### src/rtl/fifo_rd_pkg.sv
// fifo_rd_pkg: FSM state type and counter width shared by the FIFO burst reader.
package fifo_rd_pkg;
  localparam int CNT_W = 16;
  typedef enum logic [1:0] {IDLE, WAIT_FILL, BURST, FLUSH} rd_state_e;
endpackage

### src/rtl/fifo_burst_reader.sv
// fifo_burst_reader: drains fixed-length bursts from an FWFT FIFO onto a registered valid/ready stream.
module fifo_burst_reader
  import fifo_rd_pkg::*;
#(
  parameter int DATA_WIDTH = 8,
  parameter int FIFO_DEPTH = 16,
  parameter int ADDR_WIDTH = $clog2(FIFO_DEPTH),
  parameter int BURST_LEN  = 4
) (
  input  logic                  rd_clk,
  input  logic                  rd_rst,
  input  logic                  start,
  input  logic [CNT_W-1:0]      num_bursts,
  output logic                  busy,
  output logic                  done,
  output logic [CNT_W-1:0]      stall_cnt,
  output logic                  fifo_rd_en,
  input  logic [DATA_WIDTH-1:0] fifo_rd_data,
  input  logic                  fifo_empty,
  input  logic                  fifo_pre_fill_done,
  input  logic [ADDR_WIDTH:0]   fifo_rd_level,
  output logic                  m_valid,
  output logic [DATA_WIDTH-1:0] m_data,
  output logic                  m_last,
  input  logic                  m_ready
);
  localparam int WC_W = $clog2(BURST_LEN + 1);
  localparam logic [WC_W-1:0] LAST_IDX = WC_W'(BURST_LEN - 1);
  localparam logic [ADDR_WIDTH:0] LEVEL_MIN = (ADDR_WIDTH + 1)'(BURST_LEN);
  rd_state_e state_q, state_d;
  logic [CNT_W-1:0] bursts_left_q, bursts_left_d, stall_q, stall_d;
  logic [WC_W-1:0] word_cnt_q, word_cnt_d;
  logic first_q, first_d, done_q, done_d;
  logic m_valid_q, m_valid_d, m_last_q, m_last_d;
  logic [DATA_WIDTH-1:0] m_data_q, m_data_d;
  logic pop, last_pop;
  // A pop needs the output register free or draining this cycle.
  assign pop = state_q == BURST && !fifo_empty && (!m_valid_q || m_ready);
  assign last_pop = pop && word_cnt_q == LAST_IDX;
  assign fifo_rd_en = pop;
  assign busy = state_q != IDLE;
  assign done = done_q;
  assign stall_cnt = stall_q;
  assign m_valid = m_valid_q;
  assign m_data = m_data_q;
  assign m_last = m_last_q;
  always_comb begin
    state_d = state_q;
    bursts_left_d = bursts_left_q;
    stall_d = stall_q;
    word_cnt_d = word_cnt_q;
    first_d = first_q;
    done_d = 1'b0;
    m_valid_d = pop || (m_valid_q && !m_ready);
    m_data_d = pop ? fifo_rd_data : m_data_q;
    m_last_d = pop ? last_pop : m_last_q;
    case (state_q)
      IDLE: begin
        if (start && num_bursts != '0) begin
          bursts_left_d = num_bursts;
          stall_d = '0;
          word_cnt_d = '0;
          first_d = 1'b1;
          state_d = WAIT_FILL;
        end
        done_d = start && num_bursts == '0;
      end
      WAIT_FILL: begin
        if (fifo_rd_level >= LEVEL_MIN && (!first_q || fifo_pre_fill_done)) begin
          first_d = 1'b0;
          state_d = BURST;
        end
      end
      BURST: begin
        if (fifo_empty && stall_q != '1) stall_d = stall_q + 1'b1;
        if (pop) word_cnt_d = last_pop ? '0 : word_cnt_q + 1'b1;
        if (last_pop) begin
          bursts_left_d = bursts_left_q - 1'b1;
          state_d = bursts_left_q == CNT_W'(1) ? FLUSH : WAIT_FILL;
        end
      end
      FLUSH: begin
        if (m_valid_q && m_ready) begin
          done_d = 1'b1;
          state_d = IDLE;
        end
      end
      default: state_d = IDLE;
    endcase
  end
  always_ff @(posedge rd_clk or posedge rd_rst) begin
    if (rd_rst) begin
      state_q <= IDLE;
      bursts_left_q <= '0;
      stall_q <= '0;
      word_cnt_q <= '0;
      first_q <= 1'b0;
      done_q <= 1'b0;
      m_valid_q <= 1'b0;
      m_data_q <= '0;
      m_last_q <= 1'b0;
    end else begin
      state_q <= state_d;
      bursts_left_q <= bursts_left_d;
      stall_q <= stall_d;
      word_cnt_q <= word_cnt_d;
      first_q <= first_d;
      done_q <= done_d;
      m_valid_q <= m_valid_d;
      m_data_q <= m_data_d;
      m_last_q <= m_last_d;
    end
  end
endmodule

### config.mk
export PLATFORM = sky130hd
export DESIGN_NAME = fifo_burst_reader
export DESIGN_NICKNAME = d
export VERILOG_FILES = /design/src/rtl/fifo_rd_pkg.sv /design/src/rtl/fifo_burst_reader.sv
export SDC_FILE = /design/constraint.sdc
export NUM_CORES = 1
export LEC_CHECK = 0
export CORE_MARGIN = 1.5
export CORE_UTILIZATION = 46
export DETAILED_ROUTE_END_ITERATION = 6
export PLACE_DENSITY = 0.79
export SYNTH_ARGS = -nofsm -noshare
export SYNTH_HDL_FRONTEND = slang
export SYNTH_SLANG_ARGS = --single-unit
### constraint.sdc
create_clock -name rd_clk -period 1.9 [get_ports rd_clk]
set_input_delay 0.38 -clock rd_clk [delete_from_list [all_inputs] [get_ports rd_clk]]
set_output_delay 0.38 -clock rd_clk [all_outputs]
set_load 0.05 [all_outputs]
=== After elaboration in Yosys (flattened, before gate mapping) ===
Index checks and enable logic that the tools add are counted.

* $add $sub $neg: 3
* Magnitude comparators: 1
* Eq/ne operators: 12
* Mux-type cells: 21
* Reduce and logical (&&, ||, !) cells: 27

{| class="wikitable"
|+ Operators by type and width
! operator !! number
|-
| 16-bit 2-to-1 mux || 4
|-
| 16-bit case mux with 2 select lines || 2
|-
| 16-bit by 1-bit adder with 16-bit output, second input constant || 1
|-
| 16-bit by 1-bit == test with 1-bit output, second input constant || 1
|-
| 16-bit zero test || 1
|-
| 16-bit inequality test, second input constant || 1
|-
| 16-bit nonzero test || 1
|-
| 16-bit by 1-bit subtractor with 16-bit output, second input constant || 1
|-
| 3-bit AND reduction || 4
|-
| 2-bit 2-to-1 mux || 5
|-
| 2-bit inequality test, second input constant || 5
|-
| 1-bit logical AND || 9
|-
| 3-bit 2-to-1 mux || 3
|-
| 2-bit case mux with 4 select lines || 1
|-
| 3-bit case mux with 2 select lines || 1
|-
| 2-bit nonzero test || 3
|-
| 5-bit by 3-bit greater-or-equal comparator with 1-bit output, second input constant || 1
|-
| 2-bit == test, second input constant || 2
|-
| 1-bit zero test || 4
|-
| 1-bit case mux with 2 select lines || 2
|-
| 4-bit AND reduction || 1
|-
| 3-bit by 1-bit adder with 3-bit output, second input constant || 1
|-
| 3-bit by 2-bit == test with 1-bit output, second input constant || 1
|-
| 1-bit logical OR || 3
|-
| 4 further kinds || 6
|}

* Bits in registers: 49
* Input port bits: 35
* Logic and storage cells: 73

=== Longest topological paths before layout ===
Gate-level depths: netlist (run 1).

* Word-level depth: 7
* Gate-level depth with buffers: 10

=== Least setup slack after synthesis (run 1) ===
No wires, ideal clock.

* Kind: register -> register
* From: register stall_q[0], in the netlist stall_cnt[0]
* To: register stall_q[8], in the netlist stall_cnt[8]
* Setup time: 0.118 ns
* Data arrival time: 2.118 ns
* Required time: 1.782 ns
* Path slack: -0.336 ns
* Cell stages (with the launch flop): 8
* Buffers on the path: 1
* Cells stage by stage: dfrtp_1 -> ha_1 -> nand4_1 -> or4_4 -> a21oi_4 -> buf_6 -> o41ai_1 -> a21o_1

* Cells in the longest elaborated chain, start to end: 4
* Elaborated cells between the ends (all ways): 7
* Classes of those cells: add/sub: 1; eq/ne: 2; mux: 2; reduce/logical: 2

{| class="wikitable"
|+ Ends and longest elaborated chain
! element !! RTL line !! text
|-
| start, declared || fifo_burst_reader.sv:31 || <nowiki>logic [CNT_W-1:0] bursts_left_q, bursts_left_d, stall_q, stall_d;</nowiki>
|-
| start signal, assigned || fifo_burst_reader.sv:105 || <nowiki>stall_q <= stall_d;</nowiki>
|-
| parallel branches: the longest is 4 deep, another holds 16-bit by 1-bit adder with 16-bit output || -- ||
|}

Several ways; the timed one is not identified. The select of a mux whose other input is x is not followed.
A chain may end at the register's enable or synchronous reset.

=== Final worst setup path (run 1) ===
* From: register state_q[1]
* To: register bursts_left_q[10]

* Cells in the longest elaborated chain, start to end: 6
* Elaborated cells between the ends (all ways): 10
* Classes of those cells: eq/ne: 3; mux: 1; reduce/logical: 6

{| class="wikitable"
|+ Ends and longest elaborated chain
! element !! RTL line !! text
|-
| start, declared || fifo_burst_reader.sv:30 || <nowiki>rd_state_e state_q, state_d;</nowiki>
|-
| start signal, assigned || fifo_burst_reader.sv:103 || <nowiki>state_q <= state_d;</nowiki>
|-
| 2-bit == test || fifo_burst_reader.sv:38, fifo_burst_reader.sv:57 ||
|-
| 1-bit logical AND (2 in series) || fifo_burst_reader.sv:38 || <nowiki>assign pop = state_q == BURST && !fifo_empty && (!m_valid_q || m_ready);</nowiki>
|-
| 1-bit logical AND || fifo_burst_reader.sv:39 || <nowiki>assign last_pop = pop && word_cnt_q == LAST_IDX;</nowiki>
|-
| 2-bit inequality test (no source line) || -- ||
|-
| 3-bit AND reduction (no source line) || -- ||
|-
| end signal, assigned || fifo_burst_reader.sv:104 || <nowiki>bursts_left_q <= bursts_left_d;</nowiki>
|-
| end, declared || fifo_burst_reader.sv:31 ||
|}

Parallel ways exist; a longest one is shown, timed or not.

==> impl_metrics.prom, run 1 <==
# TYPE chip_impl_metric gauge
chip_impl_metric{name="die_x",unit="um"} 83.1
chip_impl_metric{name="post_synth_inst_count",unit=""} 330
chip_impl_metric{name="drt_iter0_markers",unit=""} 429
chip_impl_metric{name="top_level_ports",unit=""} 64
chip_impl_metric{name="cts-buffers-inserted",unit=""} 5
chip_impl_metric{name="antenna_found_initial",unit=""} 0
chip_impl_metric{name="p_leak",unit="nW"} 2.29
chip_impl_metric{name="asyncSetResetFlopFracSynth",unit="%"} 100
chip_impl_metric{name="syn-mean-instance-area",unit="um2"} 8.95
chip_impl_metric{name="max_slew_margin",unit="%"} 65.7
chip_impl_metric{name="final_cells",unit=""} 573
chip_impl_metric{name="final.setup_skew",unit="ns"} 0.00972
chip_impl_metric{name="die-area",unit="um2"} 6910
chip_impl_info{name="unrepaired_setup_endpoints_after_global_routing",value="yes"} 1
chip_impl_metric{name="max_freq",unit="MHz"} 472
chip_impl_info{name="failing_checks",value="negative setup slack"} 1
chip_impl_metric{name="layout-drive-gt1-share",unit="%"} 46.4
chip_impl_metric{name="final.setup.worst_slack",unit="ns"} -0.218
chip_impl_metric{name="edff_count_synth",unit=""} 0
chip_impl_metric{name="ys_warn_count",unit=""} 0
chip_impl_metric{name="maxCapViolCount",unit=""} 0
chip_impl_metric{name="route.final.wire_length",unit="um"} 12200
chip_impl_metric{name="htree_num_levels",unit=""} 2
chip_impl_metric{name="cp_data_arrival_time",unit="ns"} 2.33
chip_impl_metric{name="avgRoutedWirePerCell",unit="um"} 21.3
chip_impl_metric{name="synth-seq-cells",unit=""} 49
chip_impl_metric{name="area.growth.synth_to_final",unit="%"} 75.1
chip_impl_metric{name="row_count",unit=""} 29
chip_impl_metric{name="layout.nets",unit=""} 538
chip_impl_metric{name="numClockSinks",unit=""} 49
chip_impl_metric{name="final_max_slew_viol_count",unit=""} 0
chip_impl_info{name="critPathCaptureType",value="register"} 1
chip_impl_metric{name="fp.coreArea",unit="um2"} 6280
chip_impl_metric{name="vias",unit=""} 3805
chip_impl_metric{name="first_pass_grt_wire_length",unit="um"} 16200
chip_impl_metric{name="fin_crit_sh",unit="%"} 111
chip_impl_metric{name="p_per_area",unit="nW/um2"} 373
chip_impl_metric{name="clkLatencyLatePin",unit="ns"} 0.32
chip_impl_info{name="run_status",value="complete, but fails checks"} 1
chip_impl_info{name="final_common_cell",value="sky130_fd_sc_hd__buf_4"} 1
chip_impl_metric{name="finalCriticalPeriod",unit="ns"} 2.12
chip_impl_metric{name="start_util",unit="%"} 47.1
chip_impl_metric{name="final_area",unit="um2"} 5170
chip_impl_metric{name="postPlaceCellArea",unit="um2"} 4310
chip_impl_info{name="yosys_most_used_dff",value="sky130_fd_sc_hd__dfrtp_1"} 1
chip_impl_info{name="tritoncts",value="done"} 1
chip_impl_info{name="synthTopCellsByArea",value="sky130_fd_sc_hd__dfrtp_1, sky130_fd_sc_hd__o22a_1, sky130_fd_sc_hd__a21oi_1, sky130_fd_sc_hd__ha_1, sky130_fd_sc_hd__nor2_1"} 1
chip_impl_metric{name="number_of_hold_slack_violations_in_the_final_timing_report",unit=""} 0
chip_impl_metric{name="track_usage",unit="%"} 28.7
chip_impl_metric{name="seq_area_frac_synth",unit="%"} 41.5
chip_impl_metric{name="clkTransAtPathRegs",unit="ns"} 0.09
chip_impl_metric{name="worst_ep_required_time",unit="ns"} 2.11
chip_impl_metric{name="final-setup-viol-count",unit=""} 35
chip_impl_metric{name="first_global_vias",unit=""} 3480
chip_impl_metric{name="drt-pass1-iter-count",unit=""} 6
chip_impl_metric{name="number_of_buffers_between_clock_root_and_the_deepest_sink",unit=""} 2
chip_impl_metric{name="grt_max_degree",unit=""} 49
chip_impl_metric{name="placed_cells_incl_taps",unit=""} 536
chip_impl_metric{name="tightest_slew",unit="ns"} 0.514
chip_impl_metric{name="grt_remaining_overflow",unit=""} 0
chip_impl_info{name="min_path_type",value="in2async"} 1
chip_impl_info{name="crit_type",value="reg2reg"} 1
chip_impl_metric{name="detailedPlacementHpwl",unit="um"} 6140
chip_impl_metric{name="die_height",unit="um"} 83.1
chip_impl_metric{name="crit_path_max_fanout",unit=""} 6
chip_impl_metric{name="drtAntennaViolNets",unit=""} 0
chip_impl_metric{name="postSynthNetCount",unit=""} 373
chip_impl_metric{name="num_antenna_cells",unit=""} 0
chip_impl_metric{name="post_cts_hold_buffer_count",unit=""} 0
chip_impl_metric{name="gp_routability_congestion",unit=""} 0.889
chip_impl_metric{name="yosysTopAreaCellShare",unit="%"} 41.5
chip_impl_info{name="cts_root_buf",value="sky130_fd_sc_hd__clkbuf_8"} 1
chip_impl_info{name="cp-start-kind",value="register"} 1
chip_impl_metric{name="buffers_added_on_ports",unit=""} 61
chip_impl_metric{name="detail_route.vias_per_cell",unit=""} 6.64
chip_impl_info{name="commonest_cells_after_routing_fill_and_taps_aside",value="sky130_fd_sc_hd__buf_4, sky130_fd_sc_hd__dfrtp_1, sky130_fd_sc_hd__clkdlybuf4s50_1"} 1
chip_impl_info{name="synth_area_leader_cell",value="sky130_fd_sc_hd__dfrtp_1"} 1
chip_impl_metric{name="ir_drop",unit="mV"} 0.354
chip_impl_metric{name="fillCellCount",unit=""} 338
chip_impl_metric{name="final_hold_slack",unit="ns"} 0.236
chip_impl_metric{name="ys_types",unit=""} 51
chip_impl_metric{name="post-route-drc-count",unit=""} 0
chip_impl_metric{name="post_synth_instance_area",unit="um2"} 2950
chip_impl_metric{name="dp_worst_setup_slack",unit="ns"} -0.662
## critical path, cell delays in order (launching register included)
cell	delay, ns
sky130_fd_sc_hd__dfrtp_2	0.44
sky130_fd_sc_hd__buf_6	0.13
sky130_fd_sc_hd__inv_4	0.05
sky130_fd_sc_hd__ha_4	0.14
sky130_fd_sc_hd__buf_6	0.11
sky130_fd_sc_hd__clkinvlp_4	0.17
sky130_fd_sc_hd__buf_6	0.17
sky130_fd_sc_hd__o211ai_4	0.24
sky130_fd_sc_hd__buf_12	0.18
sky130_fd_sc_hd__buf_16	0.13
sky130_fd_sc_hd__a21oi_2	0.04
sky130_fd_sc_hd__o22a_1	0.19
## sequential cells by signal (all words and copies together), names as in the netlist
signal,flops
m_data,8
state_q,2
bursts_left_q,16
stall_cnt,16
m_last,1
first_q,1
m_valid,1
done,1
word_cnt_q,3
## path summary, 6_finish.rpt
check / from / to / slack [ns] / depth (start not counted)
worst max-delay path: state_q[1] / bursts_left_q[10] / -0.22 / 11
worst min-delay path: rd_rst / m_data[6] / 0.24 / 2
worst max register to register: state_q[1] / bursts_left_q[10] / -0.22 / 11
worst min register to register: m_data[7] / m_data[7] / 0.51 / 1
max in group asynchronous: rd_rst / stall_cnt[4] / 1.20 / 3
min in group rd_clk: m_data[7] / m_data[7] / 0.51 / 1
## per-stage QoR
stage	total power (W)	setup TNS, ns	util [%]
after global routing	0.00198	-7.42	82.4
after global placement	0.00126	-20.82	68.6
after CTS	0.00190	-1.08	75.5
after detailed placement	0.00126	-21.58	68.6
after floorplan	0.00113	-0.112	-
final	0.00193	-4.43	82.4
## where the power goes
part,internal (W),switching [W]
logic,0.000111,0.0000906
registers,0.00105,0.00000724
clock network,0.000298,0.000374
## cells in the mapped netlist, types with 2 or more instances
master,instances
sky130_fd_sc_hd__o31ai_1,10
sky130_fd_sc_hd__a21boi_0,2
sky130_fd_sc_hd__nand2b_1,8
sky130_fd_sc_hd__buf_2,7
sky130_fd_sc_hd__nor3b_1,2
sky130_fd_sc_hd__mux2i_1,3
sky130_fd_sc_hd__o32a_1,2
sky130_fd_sc_hd__o21ai_0,18
sky130_fd_sc_hd__or3_1,6
sky130_fd_sc_hd__nor2b_1,2
sky130_fd_sc_hd__clkbuf_1,9
sky130_fd_sc_hd__nand4_1,8
sky130_fd_sc_hd__nor2_1,26
sky130_fd_sc_hd__and3_1,5
sky130_fd_sc_hd__a31oi_1,8
sky130_fd_sc_hd__o211ai_1,3
sky130_fd_sc_hd__or4_1,6
sky130_fd_sc_hd__nand2_1,23
sky130_fd_sc_hd__inv_1,13
sky130_fd_sc_hd__a21o_1,2
sky130_fd_sc_hd__o22a_1,12
sky130_fd_sc_hd__o21a_1,2
sky130_fd_sc_hd__o221ai_1,3
sky130_fd_sc_hd__o21ba_2,3
sky130_fd_sc_hd__o41ai_1,2
sky130_fd_sc_hd__ha_1,8
sky130_fd_sc_hd__dfrtp_1,49
sky130_fd_sc_hd__nor4_1,12
sky130_fd_sc_hd__o21ai_1,4
sky130_fd_sc_hd__nor3_1,8
sky130_fd_sc_hd__buf_1,2
sky130_fd_sc_hd__a21oi_1,20
sky130_fd_sc_hd__nand3_1,16
sky130_fd_sc_hd__mux2_2,8
sky130_fd_sc_hd__or2_2,2
## repair_timing
| item | 4_1_cts | 5_1_grt |
|---|---|---|
| pin swaps | 22 | 25 |
| setup endpoints to repair | 41 | 44 |
| buffers inserted | 13 | 14 |
| gates cloned | 3 | 2 |
| resized for setup | 47 | 74 |
## metal layers
layer / wire (um) / vias to the layer above / track usage, %
li1: - / 1576 / -
met1: 4520 / 1838 / 36.4
met2: 5840 / 300 / 47.8
met3: 1070 / 91 / 4.67
met4: 776 / 0 / 13.8
met5: 0 / - / 0
## layout make-up
| cell class | instances | area (um2) | share of cell area [%] |
|---|---|---|---|
| timing repair buffer | 177 | 1720 | 33.2 |
| inverter | 13 | 58.8 | 1.14 |
| clock buffer | 8 | 90.1 | 1.74 |
| multi-input combinational | 249 | 1960 | 37.9 |
| sequential | 49 | 1250 | 24.1 |
| tap | 77 | 96.3 | 1.86 |
## cell families (layout without fill, tap and decap cells)
| family | after synthesis | after routing | synth area share (%) |
|---|---|---|---|
| simple gates | 130 | 130 | 23.2 |
| compound gates | 99 | 100 | 23.1 |
| flops | 49 | 49 | 41.5 |
| mux | 11 | 11 | 4.07 |
| fa+ha+maj | 8 | 8 | 3.39 |
| buf+inv | 33 | 198 | 4.79 |
(Power assumes the default switching activity.)
==> inputs of run 2 (changes only) <==
Settings changed: SETUP_SLACK_MARGIN from default to 0.05.
==> run 2 against run 1 <==
The run still ends with negative setup slack left. Hold slack improved by 0.097 ns. Cell area fell by 3.6%. Die area did not move. Critical path type unchanged. Critical endpoint is now stall_cnt[3]. Highest routed layer unchanged.
==> impl_metrics.prom, run 2 (synthesis gave the netlist of run 1 again) <==
# TYPE chip_impl_metric gauge
chip_impl_info{name="run_status",value="complete, but fails checks"} 1
chip_impl_info{name="failing_checks",value="negative setup slack"} 1
chip_impl_metric{name="num_antenna_cells",unit=""} 0
chip_impl_metric{name="grt_remaining_overflow",unit=""} 0
chip_impl_metric{name="final_hold_slack",unit="ns"} 0.334
chip_impl_metric{name="drtAntennaViolNets",unit=""} 0
chip_impl_metric{name="final.setup.worst_slack",unit="ns"} -0.215
chip_impl_metric{name="post_cts_hold_buffer_count",unit=""} 0
chip_impl_metric{name="max_freq",unit="MHz"} 473
chip_impl_metric{name="number_of_buffers_between_clock_root_and_the_deepest_sink",unit=""} 2
chip_impl_metric{name="drt-pass1-iter-count",unit=""} 7
chip_impl_metric{name="p_sw",unit="W"} 0.000459
chip_impl_metric{name="final.setup_skew",unit="ns"} 0.0109
chip_impl_metric{name="ir_drop",unit="mV"} 0.312
chip_impl_metric{name="fin_crit_sh",unit="%"} 111
chip_impl_metric{name="worst_ep_required_time",unit="ns"} 2.13
chip_impl_metric{name="maxCapViolCount",unit=""} 0
chip_impl_metric{name="route.final.wire_length",unit="um"} 12000
chip_impl_metric{name="detailedPlacementHpwl",unit="um"} 6090
chip_impl_metric{name="first_global_vias",unit=""} 3537
chip_impl_metric{name="buffers_added_on_ports",unit=""} 61
chip_impl_info{name="crit_type",value="reg2reg"} 1
chip_impl_metric{name="post-route-drc-count",unit=""} 0
chip_impl_metric{name="number_of_hold_slack_violations_in_the_final_timing_report",unit=""} 0
chip_impl_metric{name="grt_max_degree",unit=""} 38
chip_impl_metric{name="final.setup.tns",unit="ns"} -2.28
chip_impl_metric{name="final-setup-viol-count",unit=""} 31
chip_impl_metric{name="p_leak",unit="nW"} 2.21
chip_impl_info{name="critical_path_s_top_delay_family",value="compound AO/OA/AOI/OAI gates"} 1
chip_impl_metric{name="max_slew_margin",unit="%"} 66.2
chip_impl_metric{name="gp_routability_congestion",unit=""} 0.854
chip_impl_info{name="critPathCaptureType",value="register"} 1
chip_impl_metric{name="timing.critical_path.buf_inv",unit=""} 3
chip_impl_info{name="cts_root_buf",value="sky130_fd_sc_hd__clkbuf_8"} 1
chip_impl_metric{name="layout.nets",unit=""} 534
chip_impl_metric{name="critPathMaxStageDelay",unit="ns"} 0.52
chip_impl_metric{name="top_level_ports",unit=""} 64
chip_impl_metric{name="clkLatencyLatePin",unit="ns"} 0.31
chip_impl_metric{name="die_x",unit="um"} 83.1
chip_impl_metric{name="detail_route.vias_per_cell",unit=""} 6.54
chip_impl_info{name="tritoncts",value="done"} 1
chip_impl_metric{name="final_area",unit="um2"} 4980
chip_impl_metric{name="crit_path_max_fanout",unit=""} 6
chip_impl_metric{name="first_pass_grt_wire_length",unit="um"} 16300
chip_impl_metric{name="die-area",unit="um2"} 6910
chip_impl_metric{name="drt_iter0_markers",unit=""} 292
chip_impl_metric{name="reg_to_reg_setup_timing_slack",unit="ns"} -0.22
chip_impl_metric{name="area.growth.synth_to_final",unit="%"} 68.7
chip_impl_metric{name="fp.coreArea",unit="um2"} 6280
chip_impl_info{name="cp-start-kind",value="register"} 1
chip_impl_metric{name="sw_frac_of_total",unit="%"} 24.5
chip_impl_metric{name="tightest_slew",unit="ns"} 0.506
chip_impl_metric{name="power.sequential.fraction",unit="%"} 56.4
chip_impl_metric{name="htree_num_levels",unit=""} 2
chip_impl_metric{name="cts-buffers-inserted",unit=""} 5
chip_impl_metric{name="finalCriticalPeriod",unit="ns"} 2.12
chip_impl_metric{name="pwr-share-clk",unit="%"} 33.2
chip_impl_info{name="crit_path_cell_trace",value="buf_6 -> ha_4 -> inv_2 -> o21ai_4 -> o21ai_4 -> buf_6 -> or4_4 -> a21oi_2"} 1
chip_impl_metric{name="vias",unit=""} 3724
chip_impl_metric{name="clkTransAtPathRegs",unit="ns"} 0.09
chip_impl_info{name="final_common_cell",value="sky130_fd_sc_hd__buf_4"} 1
chip_impl_metric{name="layout-drive-gt1-share",unit="%"} 46.1
chip_impl_metric{name="cp_data_arrival_time",unit="ns"} 2.34
chip_impl_metric{name="row_count",unit=""} 29
chip_impl_metric{name="p_per_area",unit="nW/um2"} 375
chip_impl_metric{name="numClockSinks",unit=""} 49
chip_impl_info{name="commonest_cells_after_routing_fill_and_taps_aside",value="sky130_fd_sc_hd__buf_4, sky130_fd_sc_hd__dfrtp_1, sky130_fd_sc_hd__buf_6"} 1
chip_impl_metric{name="postPlaceCellArea",unit="um2"} 4250
chip_impl_metric{name="pwr-share-comb",unit="%"} 10.4
chip_impl_metric{name="start_util",unit="%"} 47.1
chip_impl_metric{name="track_usage",unit="%"} 28.9
chip_impl_metric{name="avgRoutedWirePerCell",unit="um"} 21.2
chip_impl_info{name="unrepaired_setup_endpoints_after_global_routing",value="yes"} 1
chip_impl_metric{name="fillCellCount",unit=""} 351
chip_impl_metric{name="cellInternalPower",unit="W"} 0.00141
chip_impl_info{name="critPathSlowestCell",value="sky130_fd_sc_hd__or4_4"} 1
chip_impl_metric{name="antenna_found_initial",unit=""} 0
chip_impl_info{name="min_path_type",value="in2async"} 1
chip_impl_metric{name="final_max_slew_viol_count",unit=""} 0
chip_impl_metric{name="die_height",unit="um"} 83.1
-- run 2: changes by cell type in the layout (fill, tap and decap cells not counted), sizes merged --
cell           delta
clkdlybuf4s50    -11
dlygate4sd2       +9
dlymetal6s2s      -5
clkdlybuf4s15     +4
buf               -3
clkbuf            +2
clkinvlp          -1
inv               +1
-- run 2: final cells by class --
class / count / area, um2 / area share (%)
sequential: 49 / 1240 / 25.0
multi-input combinational: 249 / 1960 / 39.4
inverter: 13 / 52.6 / 1.05
clock buffer: 8 / 80.1 / 1.61
timing repair buffer: 173 / 1550 / 31.0
tap: 77 / 96.3 / 1.93
-- run 2: metrics by stage --
step	setup slack [ns]	std cells	total power, W	util, %
final	-0.215	569	0.00187	79.4
after floorplan	-0.0571	330	0.00113	-
after CTS	-0.0175	561	0.00186	75.2
after global placement	-0.491	530	0.00125	67.8
after detailed placement	-0.583	530	0.00126	67.8
after global routing	-0.256	569	0.00193	79.4
-- run 2: power by group through the flow --
stage	combinational [W]	sequential, W	clock [W]
after detailed placement	0.000182	0.00108	0
after CTS	0.000178	0.00105	0.000623
after global routing	0.000206	0.00106	0.000672
after global placement	0.000178	0.00107	0
final	0.000194	0.00106	0.000621
after floorplan	0.0000549	0.00107	0
-- run 2: routing by layer --
metal | wire [um] | GRT usage [%] | up-vias
li1 | - | - | 1569
met1 | 4480 | 35.4 | 1747
met2 | 5730 | 50.2 | 318
met3 | 1080 | 4.97 | 90
met4 | 750 | 12.6 | 0
met5 | 0 | 0 | -
-- run 2: path summary, 6_finish.rpt --
| path | start | endpoint | cells past startpoint |
|---|---|---|---|
| setup / recovery | state_q[1] | stall_cnt[3] | 8 |
| hold / removal | rd_rst | m_data[7] | 2 |
| setup reg to reg | state_q[1] | stall_cnt[3] | 8 |
| hold reg to reg | m_data[5] | m_data[5] | 1 |
| max in group asynchronous | rd_rst | stall_cnt[0] | 3 |
| min in group rd_clk | num_bursts[13] | bursts_left_q[13] | 3 |
-- run 2: repair_timing --
item	4_1_cts	5_1_grt
setup endpoints to repair	48	45
gates cloned	4	0
setup buffers	19	12
pin swaps	25	30
resized for setup	68	77
hold endpoints to repair	0	0
==> inputs of run 3 (changes only) <==
Settings changed: CTS_BUF_LIST from default to sky130_fd_sc_hd__clkbuf_4 sky130_fd_sc_hd__clkbuf_8 sky130_fd_sc_hd__clkbuf_16.
==> run 3 against run 2 <==
Clock skew rose by 0.011 ns. Combinational power rose by 5%. Power grew 5.5%. Largest cell class unchanged. The run still ends with negative setup slack left. Non-clock buffer count rose by 3. Cell area is 2.7% higher. Sequential power is essentially flat. Wire length is 12% higher. Global-route usage rose by 4.1 points. Fmax fell by 1.6%.
==> impl_metrics.prom, run 3 (synthesis gave the netlist of run 1 again) <==
# TYPE chip_impl_metric gauge
chip_impl_metric{name="global_route.usage.met2",unit="%"} 54.6
chip_impl_metric{name="numClockSinks",unit=""} 49
chip_impl_info{name="tritoncts",value="done"} 1
chip_impl_metric{name="ir_drop",unit="mV"} 0.349
chip_impl_metric{name="final_cells",unit=""} 572
chip_impl_metric{name="p_per_area",unit="nW/um2"} 385
chip_impl_metric{name="final.setup_skew",unit="ns"} 0.0224
chip_impl_metric{name="timing.reg2reg.worst_path_depth",unit=""} 10
chip_impl_metric{name="grt_remaining_overflow",unit=""} 0
chip_impl_metric{name="first_global_vias",unit=""} 3715
chip_impl_metric{name="worst_ep_required_time",unit="ns"} 2.15
chip_impl_metric{name="cp_data_arrival_time",unit="ns"} 2.40
chip_impl_metric{name="top_level_ports",unit=""} 64
chip_impl_metric{name="final_hold_slack",unit="ns"} 0.330
chip_impl_info{name="cp-endpoint",value="stall_cnt[7]"} 1
chip_impl_metric{name="number_of_buffers_between_clock_root_and_the_deepest_sink",unit=""} 2
chip_impl_metric{name="fillCellCount",unit=""} 344
chip_impl_metric{name="vias",unit=""} 3931
chip_impl_metric{name="track_usage",unit="%"} 33.1
chip_impl_metric{name="detailedPlacementHpwl",unit="um"} 6090
chip_impl_metric{name="reg_to_reg_setup_timing_slack",unit="ns"} -0.16
chip_impl_info{name="cts_root_buf",value="sky130_fd_sc_hd__clkbuf_8"} 1
chip_impl_metric{name="die_height",unit="um"} 83.1
chip_impl_metric{name="die_x",unit="um"} 83.1
chip_impl_metric{name="final.setup.tns",unit="ns"} -3.98
chip_impl_metric{name="met3_track_usage_gr",unit="%"} 6.86
chip_impl_metric{name="fp.coreArea",unit="um2"} 6280
chip_impl_metric{name="avgRoutedWirePerCell",unit="um"} 23.6
chip_impl_metric{name="placed_cells_incl_taps",unit=""} 530
chip_impl_info{name="final_common_cell",value="sky130_fd_sc_hd__buf_4"} 1
chip_impl_metric{name="number_of_hold_slack_violations_in_the_final_timing_report",unit=""} 0
chip_impl_info{name="crit_start",value="num_bursts[6]"} 1
chip_impl_info{name="critPathCaptureType",value="register"} 1
chip_impl_metric{name="first_pass_grt_wire_length",unit="um"} 18400
chip_impl_metric{name="start_util",unit="%"} 47.1
chip_impl_info{name="min_path_type",value="in2async"} 1
chip_impl_metric{name="buffers_added_on_ports",unit=""} 61
chip_impl_info{name="timing.rr.start",value="state_q[0]"} 1
chip_impl_metric{name="htree_num_levels",unit=""} 2
chip_impl_metric{name="clkLatencyLatePin",unit="ns"} 0.33
chip_impl_metric{name="fin_crit_sh",unit="%"} 113
chip_impl_info{name="crit-reg2reg-capture",value="stall_cnt[7]"} 1
chip_impl_metric{name="die-area",unit="um2"} 6910
chip_impl_metric{name="area.growth.synth_to_final",unit="%"} 73.3
chip_impl_metric{name="max_freq",unit="MHz"} 465
chip_impl_metric{name="antenna_found_initial",unit=""} 0
chip_impl_metric{name="row_count",unit=""} 29
chip_impl_metric{name="tightest_slew",unit="ns"} 0.762
chip_impl_info{name="failing_checks",value="negative setup slack"} 1
chip_impl_metric{name="finish.utilization",unit="%"} 81.6
chip_impl_metric{name="drt-pass1-iter-count",unit=""} 5
chip_impl_metric{name="max_slew_margin",unit="%"} 48.7
chip_impl_info{name="cp-start-kind",value="primary input"} 1
chip_impl_metric{name="layout.nets",unit=""} 537
chip_impl_metric{name="route.final.wire_length",unit="um"} 13500
chip_impl_metric{name="clkTransAtPathRegs",unit="ns"} 0.11
chip_impl_info{name="unrepaired_setup_endpoints_after_global_routing",value="yes"} 1
chip_impl_metric{name="finalCriticalPeriod",unit="ns"} 2.15
chip_impl_metric{name="drtAntennaViolNets",unit=""} 0
chip_impl_metric{name="drt_iter0_markers",unit=""} 511
chip_impl_metric{name="cts-buffers-inserted",unit=""} 5
chip_impl_info{name="grt_most_used_layer",value="met2"} 1
chip_impl_metric{name="crit_path_max_fanout",unit=""} 6
chip_impl_metric{name="totalPowerFinal",unit="W"} 0.00197
chip_impl_info{name="commonest_cells_after_routing_fill_and_taps_aside",value="sky130_fd_sc_hd__buf_4, sky130_fd_sc_hd__dfrtp_1, sky130_fd_sc_hd__buf_6"} 1
chip_impl_metric{name="final.setup.worst_slack",unit="ns"} -0.250
chip_impl_metric{name="final_max_slew_viol_count",unit=""} 0
chip_impl_info{name="crit_type",value="in2reg"} 1
chip_impl_metric{name="global_route.usage.met1",unit="%"} 39.6
chip_impl_metric{name="num_antenna_cells",unit=""} 0
chip_impl_metric{name="p_leak",unit="nW"} 2.28
chip_impl_metric{name="layout-drive-gt1-share",unit="%"} 49.5
chip_impl_metric{name="final-setup-viol-count",unit=""} 38
chip_impl_metric{name="post-route-drc-count",unit=""} 0
chip_impl_metric{name="gp_routability_congestion",unit=""} 0.854
chip_impl_info{name="run_status",value="complete, but fails checks"} 1
chip_impl_metric{name="grt_max_degree",unit=""} 38
chip_impl_metric{name="maxCapViolCount",unit=""} 0
chip_impl_metric{name="detail_route.vias_per_cell",unit=""} 6.87
-- run 3: cell types whose count changed in the layout (fill, tap and decap cells not counted), sizes merged --
| cell | previous run | this run |
|---|---|---|
| buf | 132 | 135 |
| clkbuf | 11 | 8 |
| clkdlybuf4s15 | 4 | 0 |
| clkdlybuf4s50 | 15 | 16 |
| dlygate4sd2 | 16 | 21 |
| dlymetal6s2s | 3 | 4 |
-- run 3: through the flow --
stage,area (um2),setup slack [ns]
after floorplan,3070,-0.0571
after global placement,4250,-0.491
after detailed placement,4250,-0.583
after CTS,4810,-0.0178
after global routing,5120,-0.214
final,5120,-0.250
-- run 3: worst min-delay path by stage --
stage               cells after the start       endpoint
finish                                  2      m_data[7]
global route                            2      m_data[1]
CTS                                     2      m_data[7]
detailed placement                      1  word_cnt_q[2]
global placement                        1  word_cnt_q[2]
floorplan                               1  word_cnt_q[2]
-- run 3: critical path: stages --
cell and delay (ns):
sky130_fd_sc_hd__dlygate4sd2_1 0.27, sky130_fd_sc_hd__nor4_2 0.38, sky130_fd_sc_hd__buf_4 0.18, sky130_fd_sc_hd__nand4_1 0.12, sky130_fd_sc_hd__buf_6 0.18, sky130_fd_sc_hd__o21ai_2 0.24
sky130_fd_sc_hd__buf_6 0.18, sky130_fd_sc_hd__buf_4 0.14, sky130_fd_sc_hd__o31ai_1 0.12, sky130_fd_sc_hd__a21oi_2 0.20
-- run 3: repair_timing --
item                                    4_1_cts  5_1_grt
pin swaps                                    25       27
endpoints found under the setup margin       46       45
gates cloned                                  4        1
hold buffers                                  0        0
gates resized for setup                      71       84
setup buffers                                24       10
-- run 3: final cells by class --
type	instances	area, um2	area share (%)
clock buffers	8	91.3	1.78
multi-input cells	249	2010	39.2
repair buffers	176	1630	31.7
flip-flops and latches	49	1250	24.3
well taps	77	96.3	1.88
inverters	13	52.6	1.03
-- run 3: report_power, final --
part / total (W) / switching [W] / internal [W]
Combinational: 0.000203 / 0.000101 / 0.000103
Sequential: 0.00106 / 0.00000877 / 0.00105
Clock: 0.000713 / 0.000406 / 0.000307
-- run 3: layer usage --
metal  vias to the layer above  wire [um]
met4                         0       1160
met1                      1844       4780
li1                       1579          -
met2                       376       6130
met5                         -          0
met3                       132       1440
